<file path="src/rtl/dca_lsu_rdata_unpacker.sv">
// Assembles AXI R-channel beats of one row-sized load into a tensor row and writes it to the row buffer.
// Optional build macro DCA_LSU_RDATA_ERR_SQUASH_EN: rows that saw an error response are dropped instead of written.
module dca_lsu_rdata_unpacker #(
    parameter  int BW_AXI_DATA   = 32,
    parameter  int BW_TENSOR_ROW = 128,
    parameter  int BW_ROW_INDEX  = 6,
    localparam int ROW_BEATS     = BW_TENSOR_ROW / BW_AXI_DATA,
    localparam int BW_BEAT       = $clog2(ROW_BEATS) + 1
) (
    input  logic                       clk,
    input  logic                       rst,
    input  logic                       enable,
    input  logic                       clear,
    input  logic                       txn_valid,
    output logic                       txn_ready,
    input  logic [BW_ROW_INDEX-1:0]    txn_row_index,
    input  logic [BW_BEAT-1:0]         txn_num_beats,
    input  logic                       rvalid,
    output logic                       rready,
    input  logic [BW_AXI_DATA-1:0]     rdata,
    input  logic [1:0]                 rresp,
    input  logic                       rlast,
    output logic                       row_wvalid,
    input  logic                       row_wready,
    output logic [BW_TENSOR_ROW-1:0]   row_wdata,
    output logic [BW_TENSOR_ROW/8-1:0] row_wstrb,
    output logic [BW_ROW_INDEX-1:0]    row_windex,
    output logic                       busy,
    output logic                       err_resp,
    output logic                       err_last
);

    localparam int LANE_BYTES = BW_AXI_DATA / 8;

    typedef enum logic [1:0] {
        S_IDLE    = 2'd0,
        S_COLLECT = 2'd1,
        S_EMIT    = 2'd2
    } state_t;

    state_t               state;
    state_t               state_nxt;
    logic [BW_BEAT-1:0]   beat_cnt;
    logic [BW_BEAT-1:0]   nb;
    logic                 row_resp_err;
    logic                 txn_hs;
    logic                 r_hs;
    logic                 final_beat;
    logic                 beat_err;
    logic                 squash_row;

    // A zero or oversized beat count from the sequencer means "one full row".
    function automatic logic [BW_BEAT-1:0] sat_beats(input logic [BW_BEAT-1:0] n);
        if (n == '0 || n > BW_BEAT'(ROW_BEATS))
            return BW_BEAT'(ROW_BEATS);
        else
            return n;
    endfunction

    assign txn_hs     = txn_valid & txn_ready;
    assign r_hs       = rvalid & rready;
    assign final_beat = (beat_cnt == nb - BW_BEAT'(1));
    assign beat_err   = (rresp != 2'b00);
    assign busy       = (state != S_IDLE);

`ifdef DCA_LSU_RDATA_ERR_SQUASH_EN
    assign squash_row = row_resp_err | beat_err;
`else
    assign squash_row = 1'b0;
`endif

    always_ff @(posedge clk or posedge rst) begin
        if (rst)
            state <= S_IDLE;
        else
            state <= state_nxt;
    end

    // Handshake outputs depend on state only (plus enable/clear on the descriptor side),
    // so there is no path from rvalid to rready or from row_wready to row_wvalid.
    always_comb begin
        state_nxt  = state;
        txn_ready  = 1'b0;
        rready     = 1'b0;
        row_wvalid = 1'b0;
        case (state)
            S_IDLE: begin
                txn_ready = enable & ~clear & ~rst;
                if (txn_valid && txn_ready)
                    state_nxt = S_COLLECT;
            end
            S_COLLECT: begin
                rready = 1'b1;
                if (rvalid && final_beat)
                    state_nxt = squash_row ? S_IDLE : S_EMIT;
            end
            S_EMIT: begin
                row_wvalid = 1'b1;
                if (row_wready)
                    state_nxt = S_IDLE;
            end
            default: state_nxt = S_IDLE;
        endcase
        if (clear)
            state_nxt = S_IDLE;
    end

    always_ff @(posedge clk or posedge rst) begin
        if (rst) begin
            beat_cnt     <= '0;
            nb           <= '0;
            row_resp_err <= 1'b0;
            err_resp     <= 1'b0;
            err_last     <= 1'b0;
            row_wdata    <= '0;
            row_wstrb    <= '0;
            row_windex   <= '0;
        end else if (clear) begin
            beat_cnt     <= '0;
            row_resp_err <= 1'b0;
            err_resp     <= 1'b0;
            err_last     <= 1'b0;
        end else if (txn_hs) begin
            row_windex   <= txn_row_index;
            nb           <= sat_beats(txn_num_beats);
            row_wstrb    <= '0;
            beat_cnt     <= '0;
            row_resp_err <= 1'b0;
        end else if (r_hs) begin
            // Lanes beyond the last beat keep their previous contents; only their strobes stay low.
            for (int i = 0; i < ROW_BEATS; i++) begin
                if (beat_cnt == BW_BEAT'(i)) begin
                    row_wdata[i*BW_AXI_DATA +: BW_AXI_DATA] <= rdata;
                    row_wstrb[i*LANE_BYTES +: LANE_BYTES]   <= '1;
                end
            end
            beat_cnt <= beat_cnt + BW_BEAT'(1);
            if (beat_err) begin
                row_resp_err <= 1'b1;
                err_resp     <= 1'b1;
            end
            // Beat count governs sequencing; rlast is only cross-checked.
            if (rlast != final_beat)
                err_last <= 1'b1;
        end
    end

endmodule
</file>
<file path="config.mk">
export PLATFORM = sky130hd
export DESIGN_NAME = dca_lsu_rdata_unpacker
export DESIGN_NICKNAME = d
export VERILOG_FILES = /design/src/rtl/dca_lsu_rdata_unpacker.sv
export SDC_FILE = /design/constraint.sdc
export NUM_CORES = 1
export LEC_CHECK = 0
export BUFFER_PORTS_ARGS = -buffer_cell sky130_fd_sc_hd__buf_2
export CAP_MARGIN = 10
export CORE_MARGIN = 1
export CORE_UTILIZATION = 45
export CTS_BUF_LIST = sky130_fd_sc_hd__clkbuf_8
export DETAILED_ROUTE_END_ITERATION = 8
export PLACE_DENSITY = 0.76
export SLEW_MARGIN = 20
export SYNTH_ARGS = -nofsm -noshare
export SYNTH_HDL_FRONTEND = slang
export SYNTH_SLANG_ARGS = --single-unit
export TNS_END_PERCENT = 100
</file>
<file path="constraint.sdc">
create_clock -name clk -period 4.2 [get_ports clk]
set_input_delay 0.42 -clock clk [delete_from_list [all_inputs] [get_ports clk]]
set_output_delay 0.42 -clock clk [all_outputs]
set_load 0.05 [all_outputs]
</file>
# Word-level counts from Yosys, hierarchy flattened
# Cells that the tools add are included.
dict set report op_classes {
  add_sub_neg 2
  magnitude_cmp 1
  eq_ne 11
  n_mux 26
  n_bitwise 7
  reduce_logical 29
}
# op n
set op_table {}
lappend op_table {{2-to-1 mux 16 bit} 2}
lappend op_table {{AND reduction 3 bit} 7}
lappend op_table {{nonzero test 2 bit} 10}
lappend op_table {{2-to-1 mux 4 bit} 4}
lappend op_table {{AND reduction 4 bit} 4}
lappend op_table {{2-to-1 mux 3 bit} 4}
lappend op_table {{2-to-1 mux 1 bit} 11}
lappend op_table {{!= test 3 bit, second input constant} 3}
lappend op_table {{2-to-1 mux 2 bit} 4}
lappend op_table {{== test 3 x 2 -> 1 bit, second input constant} 2}
lappend op_table {{logical NOT 3 bit} 2}
lappend op_table {{case mux 2 bit (3 select lines)} 1}
lappend op_table {{AND 1 bit} 4}
lappend op_table {{adder 3 x 1 -> 3 bit, second input constant} 1}
lappend op_table {{== test 3 x 1 -> 1 bit, second input constant} 1}
lappend op_table {{== test 3 bit} 1}
lappend op_table {{> comparator 3 bit, second input constant} 1}
lappend op_table {{inverter 1 bit} 3}
lappend op_table {{nonzero test 3 bit} 1}
lappend op_table {{subtractor 3 x 1 -> 3 bit, second input constant} 1}
lappend op_table {{== test 2 x 1 -> 1 bit, second input constant} 1}
lappend op_table {{== test 2 bit, second input constant} 1}
lappend op_table {{logical AND 1 bit} 2}
lappend op_table {{logical NOT 2 bit} 1}
lappend op_table {{4 further kinds} 4}
dict set report word_totals {
  reg_bits 160
  inputBits 51
  output_inout_bits 156
  elab_cells 90
}

# Logic depth before layout (Yosys ltp)
# Gate-level depths: netlist of the first run.
dict set report depth {
  word_depth 7
  mapped_depth 6
  depth_no_buf 6
}

# Worst setup path before layout of the first run
# No wires, ideal clock.
dict set report synth_timing {
  path_kind {in2reg}
  startpoint {input port rst}
  endpoint {register nb[1]}
  setup_time_ns 0.150
  t_arrival_ns 4.735
  required_time_ns 4.050
  setup_slack_ns -0.685
  cell_stages 5
  path_buffers 1
  path_cell_list {inv_1 nand3_2 buf_2 nand2_1 o21ai_0}
}
dict set report synth_between {
  elab_chain_cells 5
}
# item line
set synth_lines {}
lappend synth_lines {{start, declared} 11} ;# input logic rst,
lappend synth_lines {{inverter 1 bit} 88} ;# txn_ready = enable & ~clear & ~rst;
lappend synth_lines {{AND 1 bit} 88}
lappend synth_lines {{2-to-1 mux 1 bit} 86} ;# case (state)
lappend synth_lines {{AND 1 bit} 60} ;# assign txn_hs = txn_valid & txn_ready;
lappend synth_lines {{AND reduction 2 bit (no line)} -}
lappend synth_lines {{end signal, assigned} 125} ;# nb <= sat_beats(txn_num_beats);
lappend synth_lines {{end, declared} 44} ;# logic [BW_BEAT-1:0] nb;
# No other way between the ends.
# A chain may end at the register's enable or synchronous reset.

# Worst setup path in the final report of the first run
dict set report layout_timing {
  startpoint {input port rst}
  endpoint {output port txn_ready}
}
dict set report layout_between {
  elab_chain_cells 3
}
# item line
set layout_lines {}
lappend layout_lines {{inverter 1 bit} 88}
lappend layout_lines {{AND 1 bit} 88}
lappend layout_lines {{2-to-1 mux 1 bit} 86}
lappend layout_lines {{end, declared} 15} ;# output logic txn_ready,
# No other way between the ends.

==> results of run 1 <==
## area by class of cell
class | count | area [sq um] | area share, %
Clock inverter | 12 | 199 | 2.66
Sequential cell | 148 | 3700 | 49.5
Clock buffer | 20 | 275 | 3.68
Inverter | 8 | 33.8 | 0.452
Timing Repair Buffer | 212 | 1080 | 14.4
Tap cell | 172 | 215 | 2.88
Multi-Input combinational cell | 198 | 1970 | 26.4
## through the flow
step | worst slack, ns | cells | power (uW)
final | 1.77 | 770 | 3910
after global routing | 1.61 | 770 | 4070
after CTS | 1.69 | 770 | 3960
after detailed placement | 1.76 | 737 | 2660
after global placement | 1.83 | 737 | 2640
after floorplan | 0.560 | 381 | 2420
## registers in the layout (all words and copies together) (netlist names)
name / cells
row_wdata: 128
row_windex: 6
row_wstrb: 4
beat_cnt: 3
nb: 3
state: 2
err_last: 1
err_resp: 1
## cell usage in the layout, fill, tap and decap left out, types with 3 or more instances in the layout
cell,synthesis,routed
clkbuf_8,0,20
nor2_1,9,9
inv_1,8,9
nand4_2,3,3
ha_1,7,7
bufinv_16,0,5
buf_2,6,206
nand2b_1,4,4
mux2_2,134,134
o21ai_0,3,3
buf_4,12,5
dfrtp_1,148,148
clkinvlp_4,0,3
a21oi_1,3,3
nand2_1,12,12
inv_6,0,3
## worst max-delay path, stage by stage
cell           delay (ns)
dlygate4sd3_1        0.52
buf_2                0.12
clkinvlp_4           0.40
and2_1               0.32
buf_2                0.21
## power by group
part	total, uW	internal, uW	leakage [uW]	switching, uW
clock	1280	757	0.000239	521
sequential	1650	1570	0.00199	77.1
combinational	982	247	0.00202	735
## routing by layer
metal / up-vias / wire length, um / global-route usage, %
met5: - / 0 / 0
met4: 0 / 245 / 8.52
met3: 22 / 761 / 6.23
met2: 138 / 6360 / 31.3
met1: 1921 / 5220 / 23.8
li1: 1734 / - / -
## timing repair
item / in CTS / in global routing
endpoints found under the hold margin: 12 / 0
hold buffers: 1 / 0
gates resized for setup: 0 / 0
## logic make-up after synthesis
| group | after synthesis |
|---|---|
| adders and majority gates | 7 |
| AOI/OAI and AO/OA | 11 |
| buffers and inverters | 35 |
| and+or+nand+nor | 42 |
| muxes | 135 |
| xor gates and xnor gates | 3 |
| DFF | 148 |
## worst max path at each step
| stage | startpoint | to | slack [ns] | cells after the start |
|---|---|---|---|---|
| 2_1_floorplan | rst | txn_ready | 0.56 | 2 |
| 3_3_place_gp | clear | row_wdata[44] | 1.83 | 5 |
| 3_5_place_dp | clear | row_wdata[118] | 1.76 | 4 |
| 4_1_cts | rst | txn_ready | 1.69 | 5 |
| 5_1_grt | rst | txn_ready | 1.61 | 5 |
| 6_report | rst | txn_ready | 1.77 | 5 |
==> flow_summary.ini, run 1 <==
[sta]
setup_viol_count_final = 0
report.final.slew_viol_count = 0
report.final.hold_viol_count = 0
hold_ws_ns = 0.187
timing_worst_slew_pin_value_ns = 0.911
final_min_period_over_clock_period_pct = 57.9
fmax_ghz = 0.411
grt_setup_unrepaired = no
fin_worst_skew_ns = 0.00813
finalSetupTns_ns = 0
final_period_minus_worst_setup_slack_ns = 2.43
max-slew-margin-rel_pct = 39.2

[critical_path]
worst_ep_arrival_time_ns = 2.01
worstSetupPathType = input pin to output port
cp_data_required_time_ns = 3.78
setup.reg_to_reg.worst_slack_ns = 1.93
worst_setup_path_end_kind = output port
reg2reg_to = row_wdata[19]
timing.rr.start = state[1]
r2r_cells = 4
start_kind = input pin
cp_max_fo = 22

[global_route]
overflow = 0
groute.usage.overall_pct = 19.3
grt_start_max_net_pins = 76
number_of_antenna_violations_at_the_first_check_in_global_routing = 0
grt_first_pass_wirelength_mm = 19.4
grt_pass1_vias = 3741

[floorplan]
initial_util_pct = 46.6
die_w_um = 117
design.portCount = 207
floorplan.die.height_um = 117
fp.coreArea_sq_um = 12700
floorplan.die_area_sq_um = 13600
num_rows = 41

[cells_and_area]
flow.area_growth_from_synthesis_pct = 26.2
fill_cells = 1064
final_area_sq_um = 7480
count_of_antenna_diodes_in_the_layout = 0
drive_above_1_share_pct = 64.4
postLayoutCoreUtil_pct = 58.8
num-nets-final = 643

[routing]
post-route-drc-count = 0
drt-initial-drc-count = 162
num_vias = 3815
wl_per_cell_um = 16.3
finalWirelength_mm = 12.6
routed_via_density = 4.95
firstDrtPassIters = 4
postRouteAntennaNets = 0

[hold_path]
timing.hold.worst.start = txn_valid
min_path_type = input pin to flop
timing.hold.worst_endpoint = beat_cnt[1]
worstHoldPathCells = 2

[synth]
synth.most_common_cell = dfrtp_1
primary_ff_master_synth = dfrtp_1
post_synth_instance_area_sq_um = 5930
synth-seq-area-share_pct = 62.5
postSynthNetCount = 439
postSynthCellCount = 381
yosys_warnings = 0
synth-xor-area-share_pct = 0.676
synth_top_family_by_area = multiplexers
adder_cell_area_share_of_the_yosys_netlist_pct = 1.48
yosys.area_share.simple_pct = 4.33
yosys.cell_types.count = 30
mux_cell_area_share_after_synthesis_pct = 25.6
compound_cell_area_share_of_the_yosys_netlist_pct = 1.14
synth.top_cell.area_share_pct = 62.5
postSynthAreaPerCell_sq_um = 15.6
number_of_flops_mapped_to_enable_cells_by_yosys = 0
async_flop_share_pct = 100
yosys-top-cells-count = dfrtp_1 (148), mux2_2 (134), buf_4 (12), nand2_1 (12)
yosys.area.top_type = dfrtp_1
netlist_top_cells_area = dfrtp_1 (63%), mux2_2 (25%), buf_6 (1.7%)
flip_flop_and_latch_count_after_synthesis = 148

[power]
pwr_density_cell_nw_per_um2 = 523
irDropWorstVdd_mv = 0.242
leakagePower_uw = 0.00424

[placement]
post_detail_place_hpwl_mm = 8.98
place.gp.congestion = 0.714
post_dp_cell_area_sq_um = 6990
io_buffers = 206

[cts]
postCtsSetupRepairBufs = 0
clock_insertion_delay_at_the_later_pin_of_the_skew_report_ns = 0.44
clock-sinks = 148
clock_tree.root_cell = clkbuf_8
htree_num_levels = 4
clk_path_buf_depth = 2
number_of_clock_buffers_inserted_by_tritoncts = 17
tritoncts = done
cts.reportedPaths.clkPinSlew_ns = 0.08

[flow_run]
drv.max_cap_violation_count = 0

[run_status]
run_status = finished clean
Power figures use the tool's default switching activity.
==> run 2: changes to the inputs <==
==> constraint.sdc (replaced) <==
create_clock -name clk -period 2.1 [get_ports clk]
set_input_delay 0.21 -clock clk [delete_from_list [all_inputs] [get_ports clk]]
set_output_delay 0.21 -clock clk [all_outputs]
set_load 0.05 [all_outputs]
==> flow_summary.ini, run 2 (same netlist as run 1, synthesis figures left out) <==
[run_status]
run_status = finished clean

[cts]
number_of_clock_buffers_inserted_by_tritoncts = 17
clk_path_buf_depth = 2
clock_insertion_delay_at_the_later_pin_of_the_skew_report_ns = 0.45
htree_num_levels = 4
clock_tree.root_cell = clkbuf_8
tritoncts = done
cts.reportedPaths.clkPinSlew_ns = 0.08
clock-sinks = 148

[routing]
postRouteAntennaNets = 0
drt-initial-drc-count = 155
routed_via_density = 4.98
wl_per_cell_um = 16.6
num_vias = 3918
firstDrtPassIters = 4
post-route-drc-count = 0
finalWirelength_mm = 13.1

[sta]
fin_worst_skew_ns = 0.0107
final_min_period_over_clock_period_pct = 94.6
final.setup.worst_slack_ns = 0.112
timing_worst_slew_pin_value_ns = 0.746
final_period_minus_worst_setup_slack_ns = 1.99
report.final.hold_viol_count = 0
setup_viol_count_final = 0
fmax_ghz = 0.503
report.final.slew_viol_count = 0
grt_setup_unrepaired = no
hold_ws_ns = 0.0350
max-slew-margin-rel_pct = 50.3

[power]
irDropWorstVdd_mv = 0.683
pwr-share-seq_pct = 43.2
leakagePower_uw = 0.00429
clock_power_share_pct = 30.9
power.combinational.fraction_pct = 25.9
power.net_switching_uw = 2700
pwr_density_cell_nw_per_um2 = 1010
power.share.switching_pct = 35.2
power_report.internal_total_uw = 4960

[critical_path]
setup.reg_to_reg.worst_slack_ns = 0.35
cp_max_fo = 10
start_kind = flop
worst_setup_path_end_kind = output port
worst_ep_arrival_time_ns = 1.78
reg2reg_to = row_windex[1]
cp_data_required_time_ns = 1.89
r2r_cells = 3
timing.rr.start = state[0]
worstSetupPathType = flop to output port

[hold_path]
min_path_type = input pin to flop
worstHoldPathCells = 2
timing.hold.worst_endpoint = row_wdata[9]
timing.hold.worst.start = rdata[9]

[floorplan]
num_rows = 41
floorplan.die.height_um = 117
die_w_um = 117
initial_util_pct = 46.6
floorplan.die_area_sq_um = 13600
fp.coreArea_sq_um = 12700
design.portCount = 207

[cells_and_area]
drive_above_1_share_pct = 63.7
largest_register_ffs = 128
layout.cells.most_common = buf_2
max_flop_register = row_wdata
layout.cells.most_common_list = buf_2 (206), dfrtp_1 (147), mux2_2 (134), clkbuf_8 (21), dlygate4sd3_1 (14)
count_of_antenna_diodes_in_the_layout = 0
num-nets-final = 660
largest_registers = row_wdata: 128 flops, row_windex: 6 flops, row_wstrb: 4 flops
flow.area_growth_from_synthesis_pct = 28.6
post_layout_nonfiller_instances = 787
final_area_sq_um = 7620

[global_route]
number_of_antenna_violations_at_the_first_check_in_global_routing = 0
grt_pass1_vias = 3963
grt_start_max_net_pins = 140
groute.usage.overall_pct = 20.2
grt_first_pass_wirelength_mm = 20.3
overflow = 0

[placement]
place_ws_ns = 0.289
post_detail_place_hpwl_mm = 9.00
post_dp_cell_area_sq_um = 7030
place.gp.congestion = 0.818
io_buffers = 206
place.detailed.instances = 741

[flow_run]
drv.max_cap_violation_count = 0
## run 2: power groups by stage
stage	clock (uW)	combinational, uW	sequential, uW
4_1_cts	2430	2000	3310
6_report	2370	1990	3310
5_1_grt	2530	2090	3350
2_1_floorplan	0	481	4370
3_5_place_dp	0	1980	3360
3_3_place_gp	0	1940	3340
## run 2: cell type report
type / count / area [sq um]
multi-input cells: 198 / 1980
clock buffers: 21 / 289
clock inverters: 11 / 149
repair buffers: 229 / 1250
fillers: 1023 / 5100
well taps: 172 / 215
inverters: 8 / 33.8
flip-flops and latches: 148 / 3700
## run 2: repair_timing
| item | 4_1_cts | 5_1_grt |
|---|---|---|
| endpoints found under the hold margin | 24 | 0 |
| gates cloned | 0 | 0 |
| hold buffers | 14 | 0 |
| pin swaps | 0 | 0 |
| setup endpoints to repair | 1 | 1 |
| setup buffers | 0 | 0 |
| gates resized for setup | 1 | 1 |
## run 2: worst max path at each step
stage	cells past startpoint	end	slack (ns)	startpoint
final	3	txn_ready	0.11	state[0]
after global routing	3	txn_ready	0.04	state[0]
after CTS	3	txn_ready	0.02	state[0]
after detailed placement	3	row_windex[4]	0.29	state[0]
after global placement	3	row_windex[2]	0.41	state[0]
after floorplan	3	row_windex[0]	-1.31	rst
## run 2: routing by layer
layer  up-vias  part of all wire [%]  track usage (%)
met1      1976                    42             24.7
met5         -                     0                0
met4         0                   1.7             7.85
li1       1772                     -                -
met3        20                   7.2             7.47
met2       150                    49             32.5
## run 2: through the flow
stage,setup TNS [ns],total power (uW),utilization (%)
6_report,0,7660,59.9
5_1_grt,0,7960,59.9
4_1_cts,0,7740,59.9
3_5_place_dp,0,5340,55.3
3_3_place_gp,0,5280,55.3
2_1_floorplan,-22.76,4850,-
## run 2: worst max-delay path: stages (launching register included)
cell	delay [ns]
dfrtp_2	0.51
nor4b_4	0.34
and2_1	0.19
buf_2	0.29
